<file path="src/rtl/regfile_scoreboard.sv">
// ---------------------------------------------------------------------------
// regfile_scoreboard
//
// Register file with two combinational read ports, one write port and a
// per-register busy (result pending) scoreboard.  After reset, or on request,
// the array and scoreboard are zeroed one entry per clock.  Accesses are
// accepted only while Ready is high.
//
// Parameters
//   DATA_W    register width in bits
//   ADDR_W    address width, DEPTH = 2**ADDR_W registers
//   ZERO_REG  1: register 0 reads 0, is never busy, ignores writes and marks
//
// Ports
//   CLK        clock, rising-edge
//   Reset      synchronous active-high reset, restarts the clear sequence
//   RegWre     write enable for WriteReg/WriteData (clears its busy bit)
//   WriteReg   write address
//   WriteData  write data
//   MarkWre    set busy[MarkReg]
//   MarkReg    register to mark busy
//   ClearReq   start a full sequential clear
//   rs, rt     read addresses
//   ReadData1  data for rs (combinational, bypasses a same-cycle write)
//   ReadData2  data for rt (combinational, bypasses a same-cycle write)
//   Busy1      busy bit for rs
//   Busy2      busy bit for rt
//   Ready      high while idle; all read outputs are forced to 0 otherwise
// ---------------------------------------------------------------------------
module regfile_scoreboard #(
   parameter int DATA_W   = 16,
   parameter int ADDR_W   = 4,
   parameter int ZERO_REG = 1
) (
   input  logic              CLK,
   input  logic              Reset,
   input  logic              RegWre,
   input  logic [ADDR_W-1:0] WriteReg,
   input  logic [DATA_W-1:0] WriteData,
   input  logic              MarkWre,
   input  logic [ADDR_W-1:0] MarkReg,
   input  logic              ClearReq,
   input  logic [ADDR_W-1:0] rs,
   input  logic [ADDR_W-1:0] rt,
   output logic [DATA_W-1:0] ReadData1,
   output logic [DATA_W-1:0] ReadData2,
   output logic              Busy1,
   output logic              Busy2,
   output logic              Ready
);

   localparam int                DEPTH    = 1 << ADDR_W;
   localparam logic [ADDR_W-1:0] ZERO_IDX = {ADDR_W{1'b0}};
   localparam logic [ADDR_W-1:0] ONE_IDX  = ADDR_W'(1);
   localparam logic [ADDR_W-1:0] LAST_IDX = ADDR_W'(DEPTH - 1);
   localparam logic [DATA_W-1:0] ZERO_DAT = {DATA_W{1'b0}};

   typedef enum logic {
      ST_CLEAR = 1'b0,
      ST_IDLE  = 1'b1
   } state_t;

   state_t            state_q, state_d;
   logic [ADDR_W-1:0] idx_q, idx_d;
   logic [DATA_W-1:0] regs_q [DEPTH];
   logic [DATA_W-1:0] regs_d [DEPTH];
   logic [DEPTH-1:0]  busy_q, busy_d;

   logic              ready_s;
   logic              wr_ok_s;
   logic              mk_ok_s;

   // Register 0 is hard-wired when ZERO_REG is set.
   function automatic logic is_protected(input logic [ADDR_W-1:0] addr);
      return (ZERO_REG != 0) && (addr == ZERO_IDX);
   endfunction

   assign ready_s = (state_q == ST_IDLE);
   // Accesses are qualified by Ready so anything arriving during a clear is dropped.
   assign wr_ok_s = ready_s && RegWre  && !is_protected(WriteReg);
   assign mk_ok_s = ready_s && MarkWre && !is_protected(MarkReg);
   assign Ready   = ready_s;

   // Next-state logic for the FSM, clear index, register array and scoreboard.
   always_comb begin
      state_d = state_q;
      idx_d   = idx_q;
      regs_d  = regs_q;
      busy_d  = busy_q;
      case (state_q)
         ST_CLEAR: begin
            regs_d[idx_q] = ZERO_DAT;
            busy_d[idx_q] = 1'b0;
            idx_d         = idx_q + ONE_IDX;   // wraps to 0 after LAST_IDX
            if (idx_q == LAST_IDX) begin
               state_d = ST_IDLE;
            end else begin
               state_d = ST_CLEAR;
            end
         end
         ST_IDLE: begin
            if (wr_ok_s) begin
               regs_d[WriteReg] = WriteData;
               busy_d[WriteReg] = 1'b0;
            end else begin
               regs_d = regs_q;
            end
            // Applied after the write so a same-cycle mark on the same register wins.
            if (mk_ok_s) begin
               busy_d[MarkReg] = 1'b1;
            end else begin
               busy_d[MarkReg] = busy_d[MarkReg];
            end
            if (ClearReq) begin
               state_d = ST_CLEAR;
               idx_d   = ZERO_IDX;
            end else begin
               state_d = ST_IDLE;
               idx_d   = idx_q;
            end
         end
         default: begin
            state_d = ST_CLEAR;
            idx_d   = ZERO_IDX;
         end
      endcase
   end

   // State, index, array and scoreboard flops; Reset restarts the clear without touching the array.
   always_ff @(posedge CLK) begin
      if (Reset) begin
         state_q <= ST_CLEAR;
         idx_q   <= ZERO_IDX;
      end else begin
         state_q <= state_d;
         idx_q   <= idx_d;
         regs_q  <= regs_d;
         busy_q  <= busy_d;
      end
   end

   // Read port 1: gated by Ready, hard zero for register 0, write bypass, else array.
   always_comb begin
      ReadData1 = ZERO_DAT;
      Busy1     = 1'b0;
      if (!ready_s || is_protected(rs)) begin
         ReadData1 = ZERO_DAT;
         Busy1     = 1'b0;
      end else if (wr_ok_s && (WriteReg == rs)) begin
         ReadData1 = WriteData;
         Busy1     = mk_ok_s && (MarkReg == rs);
      end else begin
         ReadData1 = regs_q[rs];
         Busy1     = busy_q[rs];
      end
   end

   // Read port 2: same behaviour as port 1 for the rt address.
   always_comb begin
      ReadData2 = ZERO_DAT;
      Busy2     = 1'b0;
      if (!ready_s || is_protected(rt)) begin
         ReadData2 = ZERO_DAT;
         Busy2     = 1'b0;
      end else if (wr_ok_s && (WriteReg == rt)) begin
         ReadData2 = WriteData;
         Busy2     = mk_ok_s && (MarkReg == rt);
      end else begin
         ReadData2 = regs_q[rt];
         Busy2     = busy_q[rt];
      end
   end

endmodule

</file>
<file path="config.mk">
export PLATFORM = sky130hd
export DESIGN_NAME = regfile_scoreboard
export DESIGN_NICKNAME = d
export VERILOG_FILES = /design/src/rtl/regfile_scoreboard.sv
export SDC_FILE = /design/constraint.sdc
export NUM_CORES = 1
export LEC_CHECK = 0
export ABC_AREA = 1
export CELL_PAD_IN_SITES_DETAIL_PLACEMENT = 0
export CELL_PAD_IN_SITES_GLOBAL_PLACEMENT = 1
export CORE_ASPECT_RATIO = 1.25
export CORE_MARGIN = 2
export CORE_UTILIZATION = 45
export DETAILED_ROUTE_END_ITERATION = 7
export GPL_TIMING_DRIVEN = 0
export PLACE_DENSITY = 0.76
export SLEW_MARGIN = 20
export SYNTH_ARGS = -nofsm -noshare
export SYNTH_HDL_FRONTEND = slang
export SYNTH_SLANG_ARGS = --single-unit
</file>
<file path="constraint.sdc">
create_clock -name CLK -period 4.96 [get_ports CLK]
set_input_delay 1.24 -clock CLK [delete_from_list [all_inputs] [get_ports CLK]]
set_output_delay 1.24 -clock CLK [all_outputs]
set_load 0.01 [all_outputs]
</file>
==> impl_metrics.csv <==
group,metric,value,unit
routing,drt-pass1-iter-count,8,
yosys,ys.flop_type,"edfxtp_1",
floorplanning,core_area,39900,um^2
pwr,p_per_area,300,nW/um^2
grt,grt_max_degree,20,
job,drv_cap,0,
routing,drt_iter0_markers,3060,
clocking,insertion_delay,610,ps
timing,finClkSkew,15.3,ps
critical_path,r2r.worst_path.cells,10,
finish,drive_gt1_share,9.76,%
worst_hold_path,hp-class,"flip-flop to flip-flop",
timing,tns,-137,ps
clocking,cts.sinks,277,
finish,nets,2601,
grt,grt_pass1_vias,18600,
critical_path,worstPathMaxFanout,10,
place,globalplace.congestion,1.09,
floorplanning,die_w,184,um
yosys,async_flop_share,0,%
finish,nFillCells,4015,
critical_path,regToRegEndpoint,"regs_q[48]",
timing,finalSetupViolations,5,
timing,min_period,5000,ps
timing,worstMarginPinSlew,1310,ps
timing,drv_slew,0,
pwr,p_total,6.23,mW
critical_path,startpoint,"rs[1]",
yosys,synth-seq-cells,277,
yosys,synth_cells,2447,
critical_path,path_class,"primary input to primary output",
critical_path,worstPathRequired,3720,ps
clocking,path_clk_slew,60,ps
critical_path,crit_arrival,3760,ps
routing,drt-vias-per-instance,6.43,
routing,totalWireLength,96700,um
floorplanning,initial_core_util,45.5,%
routing,drc_errors,0,
timing,hold_viol,0,
timing,max_freq,0.200,GHz
grt,overflow,0,
run_status,outcome,"finished, violations left",
pwr,power_leakage,9.01,nW
yosys,synth_edf_count,272,
grt,grt_first_pass_wirelength,132000,um
routing,via_count,19900,
floorplanning,dieArea,42000,um^2
clocking,cts.path.max_buffers,3,
critical_path,crit_path_end_kind,"primary output",
critical_path,start_kind,"primary input",
yosys,ys_top_cells_by_area,"edfxtp_1 (45%), nand2_1 (15%), nand3_1 (10%), o22ai_1 (8.8%), inv_1 (6.2%)",
worst_hold_path,holdCritStartpoint,"idx_q[2]",
clocking,cts-root-buf,"clkbuf_16",
worst_hold_path,worstHoldPathCells,2,
finish,syn2layout_area_growth,14.5,%
place,dp_hpwl,70200,um
grt,grt.total_usage,45.0,%
yosys,synthDistinctLibCells,34,
timing,grt_setup_unrepaired,"no",
pwr,ir_drop,0.283,mV
critical_path,r2r_slack,1920,ps
yosys,synth_area,18200,um^2
place,place_ws,-833,ps
routing,wl_per_cell,31.3,um
floorplanning,die_h,229,um
clocking,cts_tree,"built",
timing,period_share,101,%
place,portBuffers,60,
routing,ant_nets,0,
critical_path,r2r-start,"Ready",
yosys,ys_seq_area_share,45.5,%
yosys,synth_top_area_share,45.0,%
timing,worst_slack,-39.6,ps
timing,max_slew_margin,12.5,%
yosys,synth_top_area_cell,"edfxtp_1",
floorplanning,fp-row-count,82,
worst_hold_path,worstHoldEndpoint,"idx_q[2]",
floorplanning,io-pin-count,72,
clocking,postCtsHoldBufs,0,
clocking,cts_made_buffers,31,
yosys,synth.avg_cell_area,7.42,um^2
clocking,cts-htree-levels,1,
grt,antenna_found_initial,2,
yosys,synth_warnings,0,
run_status,violations,"negative setup slack",
yosys,syn_nets,2488,
-- flip-flops by register name, summed over array words and instances (netlist names) --
register and cells:
regs_q 256, busy_q 16, idx_q 4, Ready 1
-- cells by family after synthesis --
kind of cell             count (synthesis)  synth area share, %
AO/OA/AOI/OAI                          421                 14.0
XOR/XNOR                                14                0.675
adder cells (fa/ha/maj)                  4                0.276
buffers and inverters                  486                 11.0
flip-flops                             277                 45.5
AND/OR/NAND/NOR                       1245                 28.6
-- final cells by class --
cell class / instances / area [um^2] / share of cell area (%)
multi-input combinational: 1685 / 8080 / 38.8
inverter: 308 / 1160 / 5.56
tap: 504 / 631 / 3.03
timing repair buffer: 79 / 806 / 3.87
sequential: 277 / 8270 / 39.8
buffer: 178 / 911 / 4.38
clock inverter: 19 / 146 / 0.704
clock buffer: 36 / 795 / 3.82
antenna: 2 / 5.00 / 0.0241
-- report_power, final --
group	internal (mW)	switching [mW]	total, mW
sequential	2.75	0.0694	2.82
combinational	0.317	0.829	1.15
clock	1.24	1.03	2.26
total	4.31	1.92	6.23
-- cell usage in the layout, fill, tap and decap left out, types with 7 or more instances in the layout --
master	Yosys	final
nand2_1	736	736
nand3_1	365	362
inv_1	302	300
edfxtp_1	272	272
o22ai_1	256	256
nor2_1	126	113
buf_2	85	81
o21ai_0	55	55
clkdlybuf4s50_1	0	55
clkbuf_1	58	52
o21ai_1	38	38
clkbuf_16	0	31
a21oi_1	46	27
buf_4	9	23
a21oi_2	0	18
buf_6	3	17
clkbuf_2	2	15
nor2_2	8	13
nor2_4	2	11
o211ai_1	11	11
xor2_1	11	11
buf_1	21	9
o21ai_2	8	8
clkinv_2	0	8
inv_2	5	7
clkinv_1	1	7
-- repair_timing --
| action | 4_1_cts | 5_1_grt |
|---|---|---|
| gates cloned | 0 | 2 |
| pin swaps | 2 | 2 |
| setup endpoints to repair | 34 | 29 |
| setup buffers | 2 | 2 |
| gates resized for setup | 58 | 18 |
-- synthesized netlist by cell type (3+ instances only) --
library cell and n:
nand3b_1 3, inv_2 5, xnor2_1 3, buf_4 9, nor2_2 8, o21ai_1 38, xor2_1 11, buf_2 85
nand2_1 736, nand2_2 3, nor2_1 126, a21oi_1 46, dfxtp_1 5, o211ai_1 11, o21ai_2 8, clkbuf_1 58
nand3_1 365, edfxtp_1 272, buf_6 3, o22ai_1 256, ha_1 4, buf_1 21, o21ai_0 55, inv_1 302
-- critical path, stage by stage --
cell and delay [ps]:
buf_2 250, buf_4 310, clkbuf_2 380, nand3_1 230, nand3_1 190, nand3_1 180, a21oi_1 360, clkdlybuf4s50_1 610
-- metrics by stage --
step	utilization [%]	cell area [um^2]	instances	hold slack (ps)
after floorplan	-	18200	2447	479
after global placement	48.6	19400	3011	531
after detailed placement	49.2	19600	3025	536
after CTS	51.9	20700	3082	544
after global routing	52.1	20800	3086	590
final	52.1	20800	3088	544
-- metal layers --
metal / up-vias / share of wire [%] / track usage [%]
met3: 450 / 12 / 10.8
met4: 2 / 11 / 40.3
met1: 9257 / 34 / 53.0
li1: 8524 / - / -
met2: 1626 / 43 / 67.8
met5: - / 0.020 / 0
-- how the worst max path moves through the flow --
stage / to / slack (ps) / cells past startpoint
after floorplan: ReadData2[10] / 1390 / 11
after global placement: ReadData2[7] / -830 / 10
after detailed placement: ReadData2[7] / -830 / 10
after CTS: ReadData1[7] / 4 / 8
after global routing: ReadData1[15] / 10 / 8
final: ReadData1[13] / -40 / 8
(Power assumes the default switching activity.)
